[src/rtl/alu_sequencer.sv]
// -----------------------------------------------------------------------------
// alu_sequencer
//
// Sequences the picoMips accumulator ALU. One macro-instruction is accepted at
// a time over a valid/ready handshake. The sequencer then drives the ALU
// control lines for one or more cycles, including multi-cycle operations:
// multiply-then-add (MULADD), repeated multiply (POW) and wait-for-switch load
// (LDS). The ALU's Imm and RegData operands come from upstream and stay stable
// while Busy. The sequencer itself does no arithmetic on data.
//
// Ports:
//   Clock       system clock, rising edge
//   nReset      asynchronous active-low reset
//   InstrValid  upstream has an instruction
//   InstrReady  sequencer can accept (high only in IDLE)
//   Op          macro opcode, sampled on accept
//   Rpt         POW repeat count, sampled on accept
//   SwStrobe    switch value valid, sampled only while waiting for LDS
//   WE          ALU accumulator write enable
//   SelSW       select switches as the ALU operand
//   SelImm      select immediate as the ALU operand
//   SelRegData  select register data as the ALU operand
//   UseMul      ALU multiplies by Imm
//   UseACC      ALU adds the ACC term
//   Busy        instruction in progress
//   Done        one-cycle pulse in the final cycle of an instruction
//   IllegalOp   one-cycle pulse when an undefined opcode was accepted
// -----------------------------------------------------------------------------
module alu_sequencer #(
    parameter int RPT_W = 3,
    parameter int OP_W  = 4
) (
    input  logic             Clock,
    input  logic             nReset,
    input  logic             InstrValid,
    output logic             InstrReady,
    input  logic [OP_W-1:0]  Op,
    input  logic [RPT_W-1:0] Rpt,
    input  logic             SwStrobe,
    output logic             WE,
    output logic             SelSW,
    output logic             SelImm,
    output logic             SelRegData,
    output logic             UseMul,
    output logic             UseACC,
    output logic             Busy,
    output logic             Done,
    output logic             IllegalOp
);

    typedef enum logic [2:0] {
        S_IDLE,
        S_EXEC,
        S_WAIT_SW,
        S_STEP1,
        S_REPEAT
    } state_t;

    typedef struct packed {
        logic we;
        logic sel_sw;
        logic sel_imm;
        logic sel_reg;
        logic use_mul;
        logic use_acc;
        logic done;
        logic illegal;
    } ctrl_t;

    localparam logic [OP_W-1:0] OP_NOP    = OP_W'(0);
    localparam logic [OP_W-1:0] OP_LDI    = OP_W'(1);
    localparam logic [OP_W-1:0] OP_LDR    = OP_W'(2);
    localparam logic [OP_W-1:0] OP_LDS    = OP_W'(3);
    localparam logic [OP_W-1:0] OP_ADDI   = OP_W'(4);
    localparam logic [OP_W-1:0] OP_ADDR   = OP_W'(5);
    localparam logic [OP_W-1:0] OP_MULI   = OP_W'(6);
    localparam logic [OP_W-1:0] OP_MACR   = OP_W'(7);
    localparam logic [OP_W-1:0] OP_MULADD = OP_W'(8);
    localparam logic [OP_W-1:0] OP_POW    = OP_W'(9);

    state_t           state_q, state_d;
    logic [OP_W-1:0]  op_q, op_d;
    logic [RPT_W-1:0] cnt_q, cnt_d;
    ctrl_t            ctrl_q, ctrl_d;

    // Control word for a cycle spent in state st. EXEC is shared by all
    // single-cycle ops, the final LDS write and MULADD step 2, so op decides.
    function automatic ctrl_t decode(input state_t st, input logic [OP_W-1:0] op,
                                     input logic last);
        ctrl_t c;
        c = '0;
        case (st)
            S_EXEC: begin
                c.done = 1'b1;
                case (op)
                    OP_NOP, OP_POW: ;  // POW only lands here when Rpt was 0
                    OP_LDI:    begin c.we = 1'b1; c.sel_imm = 1'b1; end
                    OP_LDR:    begin c.we = 1'b1; c.sel_reg = 1'b1; end
                    OP_LDS:    begin c.we = 1'b1; c.sel_sw  = 1'b1; end
                    OP_ADDI:   begin c.we = 1'b1; c.use_acc = 1'b1; c.sel_imm = 1'b1; end
                    OP_ADDR:   begin c.we = 1'b1; c.use_acc = 1'b1; c.sel_reg = 1'b1; end
                    OP_MULI:   begin c.we = 1'b1; c.use_acc = 1'b1; c.use_mul = 1'b1; end
                    OP_MACR:   begin
                        c.we = 1'b1; c.use_acc = 1'b1; c.use_mul = 1'b1; c.sel_reg = 1'b1;
                    end
                    OP_MULADD: begin c.we = 1'b1; c.use_acc = 1'b1; c.sel_reg = 1'b1; end
                    default:   c.illegal = 1'b1;
                endcase
            end
            S_STEP1:  begin c.we = 1'b1; c.use_acc = 1'b1; c.use_mul = 1'b1; end
            S_REPEAT: begin
                c.we = 1'b1; c.use_acc = 1'b1; c.use_mul = 1'b1; c.done = last;
            end
            default: ;
        endcase
        return c;
    endfunction

    // NOTE: every variable assigned here gets a default first so that no path
    // leaves it unassigned, which would otherwise infer a latch.
    always_comb begin
        state_d = state_q;
        op_d    = op_q;
        cnt_d   = cnt_q;
        case (state_q)
            S_IDLE: begin
                if (InstrValid) begin
                    op_d = Op;
                    case (Op)
                        OP_LDS:    state_d = S_WAIT_SW;
                        OP_MULADD: state_d = S_STEP1;
                        OP_POW: begin
                            if (Rpt != '0) begin
                                state_d = S_REPEAT;
                                cnt_d   = Rpt;
                            end else begin
                                state_d = S_EXEC;
                            end
                        end
                        default:   state_d = S_EXEC;
                    endcase
                end
            end
            S_EXEC:    state_d = S_IDLE;
            S_WAIT_SW: if (SwStrobe) state_d = S_EXEC;
            S_STEP1:   state_d = S_EXEC;
            S_REPEAT: begin
                // The counter holds the writes still to do, including this one.
                cnt_d = cnt_q - RPT_W'(1);
                if (cnt_q <= RPT_W'(1)) state_d = S_IDLE;
            end
            default:   state_d = S_IDLE;
        endcase
        // Controls are decoded from the next state and registered, so Op never
        // reaches the ALU lines combinationally.
        ctrl_d = decode(state_d, op_d, cnt_d == RPT_W'(1));
    end

    // NOTE: sequential state uses non-blocking assignments so every flop samples
    // the values from before the edge, independent of statement order.
    always_ff @(posedge Clock or negedge nReset) begin
        if (!nReset) begin
            state_q <= S_IDLE;
            op_q    <= '0;
            cnt_q   <= '0;
            ctrl_q  <= '0;
        end else begin
            state_q <= state_d;
            op_q    <= op_d;
            cnt_q   <= cnt_d;
            ctrl_q  <= ctrl_d;
        end
    end

    assign InstrReady = (state_q == S_IDLE);
    assign Busy       = (state_q != S_IDLE);
    assign WE         = ctrl_q.we;
    assign SelSW      = ctrl_q.sel_sw;
    assign SelImm     = ctrl_q.sel_imm;
    assign SelRegData = ctrl_q.sel_reg;
    assign UseMul     = ctrl_q.use_mul;
    assign UseACC     = ctrl_q.use_acc;
    assign Done       = ctrl_q.done;
    assign IllegalOp  = ctrl_q.illegal;

endmodule
[config.mk]
export PLATFORM = sky130hd
export DESIGN_NAME = alu_sequencer
export DESIGN_NICKNAME = d
export VERILOG_FILES = /design/src/rtl/alu_sequencer.sv
export SDC_FILE = /design/constraint.sdc
export NUM_CORES = 1
export LEC_CHECK = 0
export BUFFER_PORTS_ARGS = -buffer_cell sky130_fd_sc_hd__clkbuf_2
export CORE_MARGIN = 2
export CORE_UTILIZATION = 55
export DETAILED_ROUTE_END_ITERATION = 16
export PLACE_DENSITY = 0.8
export SLEW_MARGIN = 30
export SYNTH_ARGS = -nofsm -noshare
export SYNTH_HDL_FRONTEND = slang
export SYNTH_SLANG_ARGS = --single-unit
[constraint.sdc]
create_clock -name Clock -period 4.6 [get_ports Clock]
set_input_delay 0.69 -clock Clock [delete_from_list [all_inputs] [get_ports Clock]]
set_output_delay 0.69 -clock Clock [all_outputs]
set_load 0.05 [all_outputs]
==> metrics.cfg, run 1 <==
[yosys]
yosysTopAreaCell = dfrtp_1
ys_ff_latch = 18
synthDistinctLibCells = 36
synth_area_leaders = dfrtp_1 (43%), nor2_1 (4.3%), inv_1 (4.0%), mux2i_1 (2.9%), mux2_4 (2.9%)
synth_area_um2 = 1040
synth_nets = 118
avgSynthCellArea_um2 = 9.88
synth.yosys.warnings = 0
synthCells = 105
ys_seq_area_share_pct = 43.4
synth_top_area_share_pct = 43.4

[die]
dieWidth_um = 47.4
ioPinCount = 21
row_count = 15
die_y_um = 47.4
coreArea_um2 = 1750
start_util_pct = 59.4
die-area_um2 = 2250

[finish]
largest_register_ffs = 4
largest_register = op_q
drive_gt1_share_pct = 26.6
synthToLayoutAreaGrowth_pct = 15.1
seqCellArea_um2 = 450
antenna_cells = 0
multiInputGateArea_um2 = 534
reg_top3 = op_q: 4 flops, cnt_q: 3 flops, state_q: 3 flops
nets = 142
design_area_um2 = 1190
fillers = 150

[detailed_routing]
dr_total_vias = 836
first_pass_iters = 4
drc = 0
routedWlPerCell_um = 13.4
viasPerCell = 5.46
drt_first_iter_violations = 25
wl_um = 2050
antenna_left = 0

[worst_setup_path]
start_kind = flop
critPathArrivalTime_ps = 1510
ff2ff_path_depth = 5
rrSetupSlack_ps = 2470
critPathCapture = Busy
critPathLaunch = state_q[2]$_DFF_PN0_
worstPathRequired_ps = 3910
worstSetupPathType = reg2out
r2r-end = UseACC$_DFF_PN0_
cp-end-kind = output pin
r2r-start = state_q[2]$_DFF_PN0_
cp_max_fo = 10

[cts]
ctsRootBufferMaster = clkbuf_4
cts_buffers = 3
post-cts-setup-buffers = 0
clk_pin_slew_worst_paths_ps = 100
clkSinkCount = 18
cts_tree = done
clk_latency_ps = 280
clockBufferDepth = 2
cts_resized = 0
postCtsHoldBufs = 0
htreeDepth = 1

[placement]
gp_congestion = 0.908
dp_hpwl_um = 1610
io_buffers = 20
dp_slack_ps = 2320
place_area_um2 = 1160

[global_routing]
antenna_found_initial = 0
overflow = 0
grt_pass1_vias = 762
grt_usage_pct = 20.1
grt_max_degree = 19
grt_pass1_wl_um = 3160

[sta]
final.setup.worst_slack_ps = 2400
setup_viol = 0
tightest_slew_ps = 513
max_clock_freq_ghz = 0.455
fin_skew_ps = 2.71
fin_crit_sh_pct = 47.8
report.final.hold_viol_count = 0
maxSlewHeadroom_pct = 64.8
tns_ps = 0
slew_viol_final = 0
post-route-min-period_ps = 2200
rsz0062_at_grt = no

[power_and_ir_drop]
p_per_area_nw_per_um2 = 476
power_leakage_nw = 0.583
max-vdd-ir-drop_uv = 284

[min_path]
hp-class = in2async

[run]
maxCapViolCount = 0

[outcome]
outcome = finished, final reports clean

==> synth_stat cells <==
cell	instances
nor3_2	1
o31a_1	1
nor4_1	3
o211ai_1	1
nor3_1	4
nand4_1	2
or3b_2	1
buf_6	1
a31oi_1	3
mux2_4	2
nand2_1	4
a21oi_1	5
o21bai_1	3
xnor2_1	1
xor2_1	1
nor3_4	1
nand3b_1	1
mux2_2	1
o31ai_1	1
nor4b_4	1
nand3_1	2
nand2b_1	2
nand4bb_1	1
or2_2	1
and3_4	1
mux2i_1	3
o21ai_1	3
nor2_1	12
a32oi_1	1
o31ai_4	1
o21ai_0	5
dfrtp_1	18
and3b_1	1
inv_1	11
nor3b_1	3
ha_1	2
==> layout by cell type (no fill, tap or decap), drive strengths merged <==
master	count
and3b	1
xnor2	1
a31oi	3
nand4	2
xor2	1
o31ai	2
nand2b	2
nand4bb	1
o31a	1
nor4	3
or2	1
mux2	3
nor3b	3
nand2	4
and3	1
o21bai	3
dfrtp	18
nor4b	1
nand3b	1
ha	2
or3b	1
a21oi	5
clkbuf	24
o211ai	1
nor2	12
nor3	6
inv	11
mux2i	3
o21ai	8
a32oi	1
nand3	2
==> critical path: stages, from the launching register on <==
cell	delay [ps]
dfrtp_1	540
nor3_4	350
inv_1	90
clkbuf_2	240
==> per-stage QoR <==
step	hold WS, ps	instances	power [mW]	util (%)
floorplan	394	105	0.417	-
global placement	550	149	0.469	66.3
detailed placement	559	149	0.477	66.3
CTS	328	153	0.573	68.4
global route	360	153	0.600	68.4
finish	324	153	0.568	68.4
==> cell families (layout without fill, tap and decap cells) <==
logic type	count (synthesis)	after routing	share of synthesized area, %
buf+inv	12	35	5.07
mux	6	6	6.88
simple gates	41	41	25.1
fa+ha+maj	2	2	2.41
compound gates	24	24	15.4
flops	18	18	43.4
xor+xnor	2	2	1.69
==> worst min-delay path by stage <==
| stage | endpoint | slack, ps | depth (start not counted) |
|---|---|---|---|
| detailed placement | op_q[1]$_DFF_PN0_ | 560 | 1 |
| global placement | op_q[1]$_DFF_PN0_ | 550 | 1 |
| global route | op_q[3]$_DFF_PN0_ | 360 | 1 |
| floorplan | Done$_DFF_PN0_ | 390 | 0 |
| finish | op_q[0]$_DFF_PN0_ | 320 | 1 |
| CTS | op_q[2]$_DFF_PN0_ | 330 | 1 |
==> report_power, final <==
part           switching (mW)  internal (mW)
registers              0.0274          0.194
clock network          0.0475         0.0481
logic                   0.166         0.0855
==> cell type report <==
type	instances	area share, %
timing repair buffer	20	8.39
inverter	11	3.46
clock buffer	4	3.04
tap	25	2.62
sequential	18	37.7
multi-input combinational	75	44.8
==> per-layer routing <==
layer / GRT usage, % / up-vias / wire length [um]
met5: 0 / - / 0
met4: 6.67 / 0 / 12
met3: 2.26 / 2 / 116
met2: 35.9 / 25 / 1060
met1: 25.3 / 388 / 866
li1: - / 421 / -
(Power assumes the default switching activity.)
==> run 2, diff against run 1 <==
--- a/config.mk
+++ b/config.mk
@@ -5,11 +5,12 @@
 export SDC_FILE = /design/constraint.sdc
 export NUM_CORES = 1
 export LEC_CHECK = 0
+export ABC_AREA = 1
 export BUFFER_PORTS_ARGS = -buffer_cell sky130_fd_sc_hd__clkbuf_2
 export CORE_MARGIN = 2
-export CORE_UTILIZATION = 55
+export CORE_UTILIZATION = 54
 export DETAILED_ROUTE_END_ITERATION = 16
-export PLACE_DENSITY = 0.8
+export PLACE_DENSITY = 0.78
 export SLEW_MARGIN = 30
 export SYNTH_ARGS = -nofsm -noshare
 export SYNTH_HDL_FRONTEND = slang
==> constraint.sdc (replaced) <==
create_clock -name Clock -period 2.2 [get_ports Clock]
set_input_delay 0.33 -clock Clock [delete_from_list [all_inputs] [get_ports Clock]]
set_output_delay 0.33 -clock Clock [all_outputs]
set_load 0.05 [all_outputs]
==> run 2 against run 1 <==
  * Power rose by 130%
  * Clock skew rose by 6.2 ps
  * Worst setup slack got worse by 2000 ps
  * Core utilization fell by 2.1 points
  * Area after synthesis rose by 8.6%
  * Routed wire length rose by 17%
  * Synthesized cell count rose by 47%
  * Combinational power rose to 2.5 times the previous value
  * Clock power rose by 120%
  * Design area rose by 9.0%
  * Highest routed layer unchanged
==> metrics.cfg, run 2 <==
[cts]
post-cts-setup-buffers = 0
cts_tree = done
cts_resized = 0
clk_latency_ps = 300
htreeDepth = 1
clk_pin_slew_worst_paths_ps = 100
ctsRootBufferMaster = clkbuf_4
clkSinkCount = 18
clockBufferDepth = 2
cts_buffers = 3

[die]
start_util_pct = 57.4
ioPinCount = 21
coreArea_um2 = 1960
row_count = 16
die-area_um2 = 2470
die_y_um = 49.7
dieWidth_um = 49.7

[global_routing]
antenna_found_initial = 0
grt_pass1_wl_um = 4210
grt_pass1_vias = 1011
grt_usage_pct = 22.1
grt_max_degree = 19
overflow = 0

[yosys]
synth_area_leaders = dfrtp_1 (40%), nand2_1 (17%), inv_1 (8.0%), nand3_1 (7.6%), nor2_1 (4.0%)
synthArstFlopShare_pct = 100
synth.yosys.warnings = 0
yosysTopAreaCell = dfrtp_1
synth_adder_area_share_pct = 2.22
synth_ff_type = dfrtp_1
synthXorXnorAreaFrac_pct = 0.778
muxShareOfSynthArea_pct = 0
ys_seq_area_share_pct = 40.0
synthTopCellsByCount = nand2_1 (50), inv_1 (24), dfrtp_1 (18)
synth_compound_area_share_pct = 6.22
synth-simple-area-share_pct = 41.8
synth_area_um2 = 1130
synthCells = 154
synth_top_family_by_area = simple AND/OR/NAND/NOR gates
synth_nets = 167
synth_edf_count = 0
synthDistinctLibCells = 23
yosysMostFrequentCell = nand2_1
synth_top_area_share_pct = 40.0
avgSynthCellArea_um2 = 7.31
ys_ff_latch = 18

[sta]
maxSlewHeadroom_pct = 71.2
slew_viol_final = 0
setup_viol = 0
fin_skew_ps = 8.96
report.final.hold_viol_count = 0
max_clock_freq_ghz = 0.556
tightest_slew_ps = 432
post-route-min-period_ps = 1800
tns_ps = 0
fin_crit_sh_pct = 81.7
rsz0062_at_grt = no

[worst_setup_path]
cp-end-kind = output pin
worstPathRequired_ps = 1870
start_kind = flop
critPathArrivalTime_ps = 1470
worstSetupPathType = reg2out
cp_max_fo = 7

[detailed_routing]
drt_first_iter_violations = 19
antenna_left = 0
wl_um = 2400
viasPerCell = 5.22
routedWlPerCell_um = 11.7
first_pass_iters = 4
drc = 0
dr_total_vias = 1071

[min_path]
hp-class = in2reg

[placement]
io_buffers = 20
dp.cells = 200
dp_hpwl_um = 1910
gp_congestion = 0.821

[finish]
finalNonFillerCells = 205
antenna_cells = 0
synthToLayoutAreaGrowth_pct = 15.6
largest_register = op_q
layout_common_cells = nand2_1 (50), inv_1 (24), clkbuf_2 (20), dfrtp_1 (18), nand3_1 (17)
drive_gt1_share_pct = 20.8
reg_top3 = op_q: 4 flops, cnt_q: 3 flops, state_q: 3 flops
fin_util_pct = 66.3
largest_register_ffs = 4
nets = 192
layout_commonest_cell = nand2_1

[power_and_ir_drop]
p_sw_share_pct = 46.6
p_per_area_nw_per_um2 = 994
total_power_mw = 1.29
power_leakage_nw = 0.756
power_switching_mw = 0.603
max-vdd-ir-drop_uv = 586
clock_power_share_pct = 16.1
p_int_mw = 0.690
combPwrFrac_pct = 48.7
power_frac_seq_pct = 35.3

[outcome]
outcome = finished, final reports clean

[run]
maxCapViolCount = 0

[run 2: cell count changes after synthesis, moves of 4 or more]
cell | before | now
nand2_1 | 4 | 50
nand2_2 | 0 | 5
nor3_1 | 4 | 0
inv_1 | 11 | 24
nand3_1 | 2 | 17
[run 2: worst paths after layout]
kind,start,to,slack [ps],cells after the start
max reg2reg,state_q[2]$_DFF_PN0_,SelRegData$_DFF_PN0_,610,7
min,SwStrobe,state_q[1]$_DFF_PN0_,340,4
min reg2reg,op_q[3]$_DFF_PN0_,op_q[3]$_DFF_PN0_,590,2
max,state_q[2]$_DFF_PN0_,InstrReady,400,4
max in group asynchronous,nReset,WE$_DFF_PN0_,1410,2
min in group asynchronous,nReset,op_q[2]$_DFF_PN0_,480,2
[run 2: cell families after synthesis]
| family | after synthesis |
|---|---|
| flip-flops | 18 |
| adder cells (fa/ha/maj) | 2 |
| AND/OR/NAND/NOR | 96 |
| AO/OA/AOI/OAI | 11 |
| XOR/XNOR | 1 |
| buffers and inverters | 26 |
[run 2: layout make-up]
type,count,area [um2]
Clock buffer,4,36.3
Fill cell,185,661
Inverter,25,96.3
Multi-Input combinational cell,110,574
Sequential cell,18,450
Tap cell,27,33.8
Timing Repair Buffer,21,110
[run 2: critical path: stages, from the launching register on]
cell and delay, ps:
dfrtp_1 410, inv_1 270, nand2_4 120, inv_4 90, clkbuf_2 270
[run 2: timing repair]
action	4_1_cts	5_1_grt
hold buffers	1	0
setup endpoints to repair	0	0
endpoints found under the hold margin	18	0
[run 2: power groups by stage]
| stage | sequential (mW) | combinational, mW | clock [mW] |
|---|---|---|---|
| floorplan | 0.556 | 0.393 | 0 |
| global placement | 0.459 | 0.611 | 0 |
| detailed placement | 0.462 | 0.623 | 0 |
| CTS | 0.456 | 0.629 | 0.213 |
| global route | 0.464 | 0.701 | 0.227 |
| finish | 0.456 | 0.629 | 0.208 |
[run 2: per-layer routing]
layer	global-route usage, %	share of wire [%]	vias up
met2	37.1	52	25
met3	3.94	4.4	4
met5	0	0	-
met4	8.80	1.4	0
met1	28.1	42	507
li1	-	-	535
[run 2: per-stage QoR]
stage | setup WS (ps) | hold slack, ps | cell area, um2
2_1_floorplan | 619 | 34.4 | 1130
3_3_place_gp | 679 | 292 | 1250
3_5_place_dp | 656 | 295 | 1250
4_1_cts | 401 | 331 | 1300
5_1_grt | 310 | 352 | 1300
6_report | 403 | 340 | 1300
